<file path="src/rtl/game_sequencer_if.sv">
`default_nettype none
// ============================================================================
//  Module      : game_sequencer_if
//  Description : Bundle between the game sequencer and the piece-movement
//                block. The sequencer (master) publishes its state and the
//                current piece/board; the movement block (slave) answers
//                with the moved board, anchor, rotation and landing flag.
//  Revision    : 1.0 - initial release
// ============================================================================
interface game_sequencer_if;
    logic [2:0]  state;
    logic [31:0] curr_board_state;
    logic [4:0]  curr_piece_location;
    logic [1:0]  curr_piece_rotation;
    logic [1:0]  curr_piece_type;
    logic        touched;
    logic [31:0] new_board_state;
    logic [4:0]  new_location;
    logic [1:0]  new_rotation;

    modport master (
        output state, curr_board_state, curr_piece_location,
               curr_piece_rotation, curr_piece_type,
        input  touched, new_board_state, new_location, new_rotation
    );

    modport slave (
        input  state, curr_board_state, curr_piece_location,
               curr_piece_rotation, curr_piece_type,
        output touched, new_board_state, new_location, new_rotation
    );
endinterface
`default_nettype wire

</file>
<file path="src/rtl/game_sequencer.sv">
`default_nettype none
// ============================================================================
//  Module      : game_sequencer
//  Description : Top-level game FSM for a 4-column x 8-row board: gravity
//                timing, line clearing, scoring, spawning, game over.
//                Board bit = row*4 + col, row 0 at the top.
//                Optional macro RANDOM_PIECE_EN selects a 4-bit LFSR piece
//                generator instead of the round-robin counter.
//  Revision    : 1.0 - initial release
// ============================================================================
module game_sequencer #(
    parameter int DROP_TICKS = 8
) (
    input  wire logic          clka,
    input  wire logic          restart,
    game_sequencer_if.master   bus,
    output logic [7:0]         score,
    output logic               game_over
);

    localparam logic [2:0] S_IDLE  = 3'b000;
    localparam logic [2:0] S_MOVE  = 3'b001;
    localparam logic [2:0] S_WAIT  = 3'b010;
    localparam logic [2:0] S_CHECK = 3'b011;
    localparam logic [2:0] S_CLEAR = 3'b100;
    localparam logic [2:0] S_SPAWN = 3'b101;
    localparam logic [2:0] S_OVER  = 3'b110;

    localparam logic [4:0] c_SPAWN_LOC = 5'd5;
    localparam logic [7:0] c_DROP_LAST = 8'(DROP_TICKS - 1);

    logic [2:0]  r_state, w_next_state;
    logic [31:0] r_board;
    logic [4:0]  r_loc;
    logic [1:0]  r_rot;
    logic [1:0]  r_type;
    logic [7:0]  r_score;
    logic [7:0]  r_drop_cnt;
    logic [2:0]  r_row;
    logic [1:0]  w_next_type;
    logic [31:0] w_footprint;
    logic        w_collide;
    logic        w_row_full;
    logic [31:0] w_shifted;
    logic        w_game_over;

`ifdef RANDOM_PIECE_EN
    logic [3:0] r_lfsr;
    assign w_next_type = r_lfsr[1:0];

    // LFSR x^4+x^3+1, steps once per spawn
    always_ff @(posedge clka) begin
        if (restart)
            r_lfsr <= 4'b1001;
        else if (r_state == S_SPAWN)
            r_lfsr <= {r_lfsr[2:0], r_lfsr[3] ^ r_lfsr[2]};
    end
`else
    logic [1:0] r_type_ctr;
    assign w_next_type = r_type_ctr;

    // Round-robin piece type, steps once per spawn
    always_ff @(posedge clka) begin
        if (restart)
            r_type_ctr <= 2'b00;
        else if (r_state == S_SPAWN)
            r_type_ctr <= r_type_ctr + 2'b01;
    end
`endif

    // Spawn footprint of the incoming piece and its collision test
    always_comb begin
        w_footprint = 32'h0000_0020;
        case (w_next_type)
            2'b00:   w_footprint = 32'h0000_0020;
            2'b01:   w_footprint = 32'h0000_0022;
            2'b10:   w_footprint = 32'h0000_0066;
            default: w_footprint = 32'h0000_0062;
        endcase
        w_collide = |(w_footprint & r_board);
    end

    // Row-full detection and the board with row r removed (rows above drop)
    always_comb begin
        w_row_full = (r_board[{r_row, 2'b00} +: 4] == 4'hF);
        w_shifted  = r_board;
        for (int i = 1; i < 8; i++) begin
            if (i <= 32'(r_row))
                w_shifted[4*i +: 4] = r_board[4*(i-1) +: 4];
        end
        w_shifted[3:0] = 4'h0;
    end

    // State register
    always_ff @(posedge clka) begin
        if (restart)
            r_state <= S_IDLE;
        else
            r_state <= w_next_state;
    end

    // Next-state decode
    always_comb begin
        w_next_state = r_state;
        case (r_state)
            S_IDLE:  w_next_state = S_SPAWN;
            S_SPAWN: w_next_state = w_collide ? S_OVER : S_WAIT;
            S_WAIT:  w_next_state = (r_drop_cnt == c_DROP_LAST) ? S_MOVE : S_WAIT;
            S_MOVE:  w_next_state = S_CHECK;
            S_CHECK: w_next_state = bus.touched ? S_CLEAR : S_WAIT;
            S_CLEAR: w_next_state = (!w_row_full && r_row == 3'd0) ? S_SPAWN : S_CLEAR;
            S_OVER:  w_next_state = S_OVER;
            default: w_next_state = S_IDLE;
        endcase
    end

    // Output decode
    always_comb begin
        w_game_over = (r_state == S_OVER);
    end

    // Board, piece, score, drop counter and row pointer datapath
    always_ff @(posedge clka) begin
        if (restart) begin
            r_board    <= 32'h0;
            r_loc      <= c_SPAWN_LOC;
            r_rot      <= 2'b00;
            r_type     <= 2'b00;
            r_score    <= 8'h00;
            r_drop_cnt <= 8'h00;
            r_row      <= 3'd7;
        end else begin
            case (r_state)
                S_SPAWN: begin
                    r_loc  <= c_SPAWN_LOC;
                    r_rot  <= 2'b00;
                    r_type <= w_next_type;
                    if (!w_collide) begin
                        r_board    <= r_board | w_footprint;
                        r_drop_cnt <= 8'h00;
                    end
                end
                S_WAIT: r_drop_cnt <= r_drop_cnt + 8'h01;
                S_CHECK: begin
                    r_board <= bus.new_board_state;
                    r_loc   <= bus.new_location;
                    r_rot   <= bus.new_rotation;
                    if (bus.touched)
                        r_row <= 3'd7;
                    else
                        r_drop_cnt <= 8'h00;
                end
                S_CLEAR: begin
                    // A cleared row is rescanned: the row above has moved into it
                    if (w_row_full) begin
                        r_board <= w_shifted;
                        if (r_score != 8'hFF)
                            r_score <= r_score + 8'h01;
                    end else if (r_row != 3'd0) begin
                        r_row <= r_row - 3'd1;
                    end
                end
                default: ;
            endcase
        end
    end

    assign bus.state               = r_state;
    assign bus.curr_board_state    = r_board;
    assign bus.curr_piece_location = r_loc;
    assign bus.curr_piece_rotation = r_rot;
    assign bus.curr_piece_type     = r_type;
    assign score                   = r_score;
    assign game_over               = w_game_over;

endmodule
`default_nettype wire
</file>
<file path="src/flat_wrapper.sv">
// flat-port wrapper written by rule: the top's interface ports become plain ports
module game_sequencer_flat 
#(
    parameter int DROP_TICKS = 8
)
  (clka, restart, score, game_over, bus_state, bus_curr_board_state, bus_curr_piece_location, bus_curr_piece_rotation, bus_curr_piece_type, bus_touched, bus_new_board_state, bus_new_location, bus_new_rotation);
  game_sequencer_if bus_i ();
  input  wire logic clka;
  input  wire logic restart;
  output logic [7:0] score;
  output logic game_over;
  output wire logic [$bits(bus_i.state)-1:0] bus_state;
  output wire logic [$bits(bus_i.curr_board_state)-1:0] bus_curr_board_state;
  output wire logic [$bits(bus_i.curr_piece_location)-1:0] bus_curr_piece_location;
  output wire logic [$bits(bus_i.curr_piece_rotation)-1:0] bus_curr_piece_rotation;
  output wire logic [$bits(bus_i.curr_piece_type)-1:0] bus_curr_piece_type;
  input wire logic [$bits(bus_i.touched)-1:0] bus_touched;
  input wire logic [$bits(bus_i.new_board_state)-1:0] bus_new_board_state;
  input wire logic [$bits(bus_i.new_location)-1:0] bus_new_location;
  input wire logic [$bits(bus_i.new_rotation)-1:0] bus_new_rotation;
  assign bus_state = bus_i.state;
  assign bus_curr_board_state = bus_i.curr_board_state;
  assign bus_curr_piece_location = bus_i.curr_piece_location;
  assign bus_curr_piece_rotation = bus_i.curr_piece_rotation;
  assign bus_curr_piece_type = bus_i.curr_piece_type;
  assign bus_i.touched = bus_touched;
  assign bus_i.new_board_state = bus_new_board_state;
  assign bus_i.new_location = bus_new_location;
  assign bus_i.new_rotation = bus_new_rotation;
  game_sequencer #(.DROP_TICKS(DROP_TICKS)) u_core (.clka(clka), .restart(restart), .bus(bus_i), .score(score), .game_over(game_over));
endmodule
</file>
<file path="config.mk">
export PLATFORM = sky130hd
export DESIGN_NAME = game_sequencer_flat
export DESIGN_NICKNAME = d
export VERILOG_FILES = /design/src/rtl/game_sequencer_if.sv /design/src/rtl/game_sequencer.sv /design/src/flat_wrapper.sv
export SDC_FILE = /design/constraint.sdc
export NUM_CORES = 1
export LEC_CHECK = 0
export CAP_MARGIN = 10
export CORE_UTILIZATION = 49
export DETAILED_ROUTE_END_ITERATION = 7
export PLACE_DENSITY = 0.89
export SETUP_SLACK_MARGIN = 0.05
export SLEW_MARGIN = 20
export SYNTH_ARGS = -nofsm -noshare
export SYNTH_HDL_FRONTEND = slang
export SYNTH_SLANG_ARGS = --single-unit
</file>
<file path="constraint.sdc">
create_clock -name clka -period 2.4 [get_ports clka]
set_input_delay 0.36 -clock clka [delete_from_list [all_inputs] [get_ports clka]]
set_output_delay 0.36 -clock clka [all_outputs]
set_load 0.05 [all_outputs]
</file>
Yosys cells after proc, flatten, opt, wreduce, memory -nomap -nowiden
Cells that the tools add are included.
Widths: inputs -> output; s select.
{ "totals": {"output_inout_bits": 53, "regBits": 65, "word_cells": 101, "in_bits": 42} }
{ "op_classes": {"n_lt_le_gt_ge": 7, "n_eq_ne": 24, "muxes": 25, "bitwise_logic": 2, "add_sub_neg": 4, "reduce_logical": 22, "n_shift": 1} }
{ "op_table": {"columns": ["cell", "n"], "rows": [
  ["$pmux 32 s3", 1],
  ["$mux 32", 2],
  ["$and 7x32->32", 1],
  ["$or 32x7->32", 1],
  ["$reduce_and 4->1", 8],
  ["$reduce_or 32->1", 1],
  ["$shiftx 32x6->4", 1],
  ["$mux 4", 7],
  ["$pmux 8 s3", 1],
  ["$pmux 3 s7", 1],
  ["$pmux 7 s3", 1],
  ["$ne 2x1->1 const B", 9],
  ["$add 8x1->8 const B", 2],
  ["$mux 8", 2],
  ["$mux 3", 5],
  ["$le 3x3->1 const A", 4],
  ["$pmux 5 s2", 1],
  ["$eq 3x3->1 const B", 3],
  ["$reduce_and 3->1", 3],
  ["$reduce_bool 3->1", 3],
  ["$eq 8x3->1 const B", 1],
  ["$ne 2x2->1 const B", 4],
  ["$ne 8x8->1 const B", 1],
  ["$eq 3x2->1 const B", 2],
  ["other kinds (17)", 20]
]} }

Longest topological paths before layout
Gate-level depths: netlist (run 1).
{ "depth": {"word_depth": 6, "ltp_mapped": 9, "depth_no_buf": 8} }

Least setup slack after synthesis (run 1)
Ideal clock, no wire load.
{ "synth_timing": {"kind": "register to register", "start": "reg u_core.r_state[0] (netlist: u_core.bus.state[0])", "end": "reg u_core.r_board[5] (netlist: u_core.bus.curr_board_state[5])", "required_time_ns": 2.277, "synth_period_minus_slack_ns": 2.181, "setup_slack_ns": 0.219, "t_arrival_ns": 2.058, "path_stages_with_launch": 9, "path_buffers": 3, "path_cell_list": "dfxtp_1 -> buf_2 -> nor2b_1 -> nand2_1 -> buf_2 -> buf_2 -> o22ai_1 -> nor2_1 -> mux2_1"} }
{ "synth_via": {"elab_chain_cells": 3, "word_cells_on_any_way": 9} }
{ "synth_lines": {"columns": ["item", "line", "text"], "rows": [
  ["start, declared", "game_sequencer.sv:32", "logic [2:0] r_state, w_next_state;"],
  ["start signal, assigned", "game_sequencer.sv:99", "r_state <= w_next_state;"],
  ["$eq 3x3->1 or $eq 3x2->1 (tied branches)", "game_sequencer.sv:133", "case (r_state)"],
  ["$ne 2x1->1 (no line), or another cell as far along", null, null],
  ["$reduce_and 4->1 (no line)", null, null],
  ["end signal, assigned", "game_sequencer.sv:139", "r_board <= r_board | w_footprint;"],
  ["end signal, assigned", "game_sequencer.sv:145", "r_board <= bus.new_board_state;"],
  ["end signal, assigned", "game_sequencer.sv:156", "r_board <= w_shifted;"],
  ["end, declared", "game_sequencer.sv:33", "logic [31:0] r_board;"]
]} }
Several ways; a longest one is shown, not always the timed one.
A chain may end at the register's enable or synchronous reset.

Worst setup path after layout (run 1)
{ "layout_timing": {"start": "reg u_core.r_row[1]", "end": "reg u_core.r_board[19] (netlist: u_core.bus.curr_board_state[19])"} }
{ "layout_via": {"elab_chain_cells": 4, "word_cells_on_any_way": 6} }
{ "layout_lines": {"columns": ["item", "line", "text"], "rows": [
  ["start, declared", "game_sequencer.sv:39", "logic [2:0] r_row;"],
  ["start signal, assigned", "game_sequencer.sv:160", "r_row <= r_row - 3'd1;"],
  ["$shiftx 32x6->4", "game_sequencer.sv:85", "w_row_full = (r_board[{r_row, 2'b00} +: 4] == 4'hF);"],
  ["$eq 4x4->1", "game_sequencer.sv:85", null],
  ["$ne 2x1->1 (no line)", null, null],
  ["$reduce_and 4->1 (no line) *", null, null]
]} }
Every way passes the cells marked *; elsewhere a longest branch is shown, timed or not.

==> results of run 1 <==
-- cells in the mapped netlist (7+ instances only) --
cell type	number	area share
buf_2	11	0.016
nor2_1	31	0.033
clkbuf_1	11	0.012
ha_1	9	0.032
nand4_1	18	0.032
nand3_1	16	0.023
nand4b_1	8	0.020
and3_1	7	0.012
a22oi_1	9	0.019
a21oi_1	32	0.045
a21o_1	11	0.023
o22ai_1	7	0.012
inv_1	14	0.015
nand3b_1	7	0.015
nor3_1	9	0.013
a31oi_1	15	0.027
dfxtp_1	65	0.37
nand2_1	41	0.044
o21ai_0	12	0.017
-- worst paths after layout --
kind,from,end,depth (start not counted)
setup / recovery,u_core.r_row[1],u_core.bus.curr_board_state[19],7
hold / removal,restart,u_core.bus.curr_board_state[20],2
setup reg to reg,u_core.r_row[1],u_core.bus.curr_board_state[19],7
hold reg to reg,u_core.bus.curr_piece_type[1],u_core.bus.curr_piece_type[1],2
-- repair_timing --
item	4_1_cts	5_1_grt
setup endpoints to repair	3	28
cloned	0	0
hold endpoints to repair	0	0
resized for setup	1	2
-- per-layer routing --
metal  part of all wire  up-vias  global-route usage
met4              0.028        0              0.1227
met3              0.072       34             0.06857
met5                  0        -                   0
li1                   -     1761                   -
met1               0.42     1736              0.3504
met2               0.48      167              0.4796
-- where the power goes --
part	internal [W]	switching [W]	leakage [nW]
registers	0.00112	0.0000662	0.525
clock network	0.000607	0.000414	0.106
logic	0.000238	0.000349	1.06
total	0.00197	0.000828	1.69
-- per-stage QoR --
| step | hold slack [ns] | util |
|---|---|---|
| 2_1_floorplan | 0.4621 | - |
| 4_1_cts | 0.4322 | 0.6953 |
| 6_report | 0.4522 | 0.6954 |
| 3_3_place_gp | 0.4456 | 0.6645 |
| 3_5_place_dp | 0.4480 | 0.6645 |
| 5_1_grt | 0.4756 | 0.6954 |
-- cell families after synthesis --
logic type                 after synthesis  synth area share
xor gates and xnor gates                 7           0.01739
buffers and inverters                   45           0.05822
and+or+nand+nor                        164            0.2506
muxes                                    5           0.01846
DFF                                     65            0.3692
AOI/OAI and AO/OA                      130            0.2542
adders and majority gates                9           0.03195
-- flip-flops by register name, summed over array words and instances, names as in the netlist --
register	cells
u_core.bus.curr_piece_rotation	2
u_core.score	8
u_core.bus.curr_piece_type	2
u_core.bus.state	3
u_core.r_drop_cnt	8
u_core.r_type_ctr	2
u_core.r_row	3
u_core.bus.curr_piece_location	5
u_core.bus.curr_board_state	32
-- cell usage in the layout (no fill, tap or decap), drive strengths merged, types with 8 or more instances in the layout --
master,synthesis,final
nand2,41,41
nor2,32,32
nand4b,8,8
inv,15,15
nand3,17,17
a21oi,33,33
clkdlybuf4s50,0,92
dfxtp,65,65
ha,9,9
o21ai,18,18
buf,19,20
nor3,9,9
clkbuf,11,12
a21o,11,11
a22oi,9,9
nand4,18,18
a31oi,15,15
-- layout make-up --
| type | count | area [sq um] |
|---|---|---|
| Inverter | 15 | 56.30 |
| Tap cell | 96 | 120.1 |
| Clock inverter | 3 | 65.06 |
| Clock buffer | 12 | 145.1 |
| Sequential cell | 65 | 1304 |
| Multi-Input combinational cell | 315 | 2018 |
| Fill cell | 533 | 2092 |
| Timing Repair Buffer | 112 | 1069 |
==> metrics, run 1 <==
Mapped Area=3525 sq um; Max IR drop VDD=0.0002840 V; Sink Count=65; Placer Congestion=0.8932; Period minus WS final=2.158 ns; CP startpoint kind=register; final WL=10.44 mm; Cell Pwr Density=585.7 nW/um^2; core region area=6869 sq um; relative slew slack=0.5891; drc violations=0; worst path required time=2.63 ns; crit path max-delay cell type=dfxtp_2; clk slew on worst S/H paths=0.07 ns; MaxCap Viol Count=0; nets=569; setup_tns=0 ns; worst stage delay on the critical path=0.60 ns; total track usage=0.2863; grt ovf=0; Final WS setup=0.2420 ns; DRT antenna net count=0; global-route wire length before repair=16.88 mm; boundary pin count=95; Hold Fails Final Rpt=0; layout cells sized above 1=0.09195; top_reg_cell synth=dfxtp_1; critical path cell sequence=nand4b_1 > nand4_1 > nand3_2 > a21oi_2 > buf_4 > o31ai_1 > a21o_1; sequential-to-total area share from yosys stat=0.3692; Mapped Nets=476; DIE HEIGHT=86.81 um; hold bufs inserted after CTS=0; number of buffers created by CTS=9; worst slack at placement=0.1120 ns; Buf/Inv on CP=1; Starting DRT DRC Count=360; area grow syn2layout=35.53%; FF-to-FF setup slack=0.24 ns; Mean Syn Cell Area=8.293 sq um; PnR Total Power=0.002798 W; CTS root buf=clkbuf_8; synth unique cells=60; non-filler cells, final=618; DRT Pass-1 Iters=5; Placement Rows=30; worst skew pair latency=0.34 ns; #FFs+latches synth=65; Avg Vias per Cell=5.984; Period Utilization, post-route=0.8992; Cells after Synth=425; number of antenna violations at the first check in global routing=0; clk buf depth=2; Die ar.=7536 sq um; number of port buffers=94; Setup-failing EPs final=0; ANT cells=0; # Post-CTS Setup Buffers=0; Largest delay share family, worst path=compound AO/OA/AOI/OAI gates; cell count after placement=603; DR vias=3698; Async SR Flop Fraction=0; Worst Tran Pin Value=0.6164 ns; Ys Warns=0; pin count of the biggest net entering global routing=39; placed cell areas=4564 sq um; RSZ-0062 raised after global routing=no; type of the worst setup path=register to register; Slew Limit Fails=0; Starting Density=0.5131; vias in the first global route=3549; hpwl dp=7.552 mm; status=complete, no violations; EDFF count, synth=0; Worst Hold Class=input pin to register; Critical Path AT=2.39 ns; Leak=1.690 nW; Fin Clk Skew=0.008489 ns; crit-path max FO=26; CTS tree=built; CP endpoint kind=register; H-tree depth=3; Post-Layout Inst Area=4777 sq um; Die W=86.81 um; Routed WL per cell=16.89 um; fmax=463.4 MHz
No activity file was read; power rests on OpenSTA's default activity.
==> inputs of run 2 (changes only) <==
- CORE_UTILIZATION: 49 -> 63
- DONT_BUFFER_PORTS: unset -> 1
- PLACE_DENSITY: 0.89 -> 0.87
==> run 2 against run 1 <==
Flip-flop and latch count unchanged. Count of clock-buffer cells in the layout unchanged. Sequential power about the same. Largest cell class unchanged. Critical path type unchanged. Register-to-register slack worse by 0.02 ns. Highest routed layer unchanged.
==> metrics, run 2 (synthesized netlist as in run 1, its figures left out) <==
ANT cells=0; Sink Count=65; Hold Fails Final Rpt=0; # Post-CTS Setup Buffers=0; final WL=9.710 mm; setup_tns=0 ns; most common cell after layout, fill and taps aside=dfxtp_1; CP startpoint kind=register; Cell Pwr Density=620.6 nW/um^2; DIE HEIGHT=76.80 um; Starting Density=0.6730; worst stage delay on the critical path=0.53 ns; r2r worst-path depth=7; Setup-failing EPs final=0; Period minus WS final=2.175 ns; MaxCap Viol Count=0; crit path max-delay cell type=dfxtp_1; worst skew pair latency=0.35 ns; drc violations=0; vias in the first global route=3297; worst path required time=2.65 ns; hold bufs inserted after CTS=0; max reg flops=32; Worst Hold Class=input pin to register; boundary pin count=95; Placement Rows=26; hold-critical path endpoint=u_core.score[4]; CTS root buf=clkbuf_8; Leak=1.537 nW; worst hold margin=0.06433 ns; Slew Limit Fails=0; number of antenna violations at the first check in global routing=0; grt ovf=0; pin count of the biggest net entering global routing=63; Post-Layout Inst Area=4088 sq um; relative slew slack=0.5582; Resized cells post-CTS=0; number of buffers created by CTS=9; commonest cells after routing, fill and taps aside=64 x dfxtp_1, 56 x buf_4, 41 x nand2_1, 32 x a21oi_1, 31 x nor2_1; placed cell areas=3904 sq um; FF-to-FF setup slack=0.22 ns; nets=514; DRT antenna net count=0; Avg Vias per Cell=6.571; Worst Tran Pin Value=0.6627 ns; hpwl dp=7.192 mm; RSZ-0062 raised after global routing=no; Die ar.=5897 sq um; CP endpoint kind=register; min-delay src=restart; Routed WL per cell=18.05 um; clk buf depth=2; CTS tree=built; total track usage=0.3373; critical path cell sequence=buf_4 > nand3_1 > o211ai_1 > o2111ai_4 > and2_4 > a22o_1 > a221oi_1; worst r2r dst=u_core.bus.curr_board_state[29]; R2R Path Start=u_core.r_row[1]; worst hold path depth=1; Die W=76.80 um; Fin Clk Skew=0.007691 ns; Max IR drop VDD=0.0005031 V; Critical Path AT=2.42 ns; DR vias=3535; clk slew on worst S/H paths=0.07 ns; type of the worst setup path=register to register; DRT Pass-1 Iters=5; area grow syn2layout=15.97%; layout cells sized above 1=0.1838; core region area=5238 sq um; H-tree depth=3; number of port buffers=0; Period Utilization, post-route=0.9063; fmax=459.7 MHz; status=complete, no violations; Placer Congestion=0.9321; global-route wire length before repair=15.73 mm; crit-path max FO=12; Starting DRT DRC Count=393
run 2: critical path: cells and delay by family, from the launching register on:
family,cells,cell delay (ns)
flip-flops,1,0.53
buffers and inverters,1,0.23
AO/OA/AOI/OAI,4,0.95
AND/OR/NAND/NOR,2,0.37
run 2: cell type report:
| type | count | area, sq um |
|---|---|---|
| clock buffers | 12 | 155.1 |
| clock inverters | 4 | 27.53 |
| fillers | 383 | 1150 |
| inverters | 15 | 56.30 |
| multi-input cells | 315 | 2018 |
| flip-flops and latches | 65 | 1303 |
| well taps | 70 | 87.58 |
| repair buffers | 57 | 440.4 |
run 2: metrics by stage:
step	total power, W	worst slack [ns]	cells	utilization
after floorplan	0.001568	0.2187	425	-
after global placement	0.001679	0.2698	522	0.7453
after detailed placement	0.001690	0.1413	522	0.7453
after CTS	0.002530	0.1411	538	0.7802
after global routing	0.002630	0.09876	538	0.7805
final	0.002537	0.2249	538	0.7805
run 2: power breakdown:
part           leakage (nW)  internal, W  total [W]  switching (W)
Clock                0.0846     0.000429   0.000863       0.000434
Sequential            0.526      0.00112    0.00117      0.0000505
Combinational         0.926     0.000162   0.000500       0.000337
Total                  1.54      0.00172    0.00254       0.000822
run 2: worst max-delay path by stage:
stage                         from                               to  cells after the start
6_report           u_core.r_row[1]  u_core.bus.curr_board_state[29]                      7
5_1_grt            u_core.r_row[1]  u_core.bus.curr_board_state[30]                      7
4_1_cts            u_core.r_row[2]  u_core.bus.curr_board_state[29]                      6
3_5_place_dp       u_core.r_row[2]  u_core.bus.curr_board_state[29]                      6
3_3_place_gp       u_core.r_row[2]                  u_core.score[1]                      7
2_1_floorplan  u_core.bus.state[0]   u_core.bus.curr_board_state[5]                      8
run 2: layer usage:
layer  track usage  vias to the layer above  share of wire
met5             0                        -              0
met4        0.1923                        0          0.044
met3        0.1060                       44          0.097
met2        0.5670                      191           0.48
met1        0.3743                     1632           0.38
li1              -                     1668              -
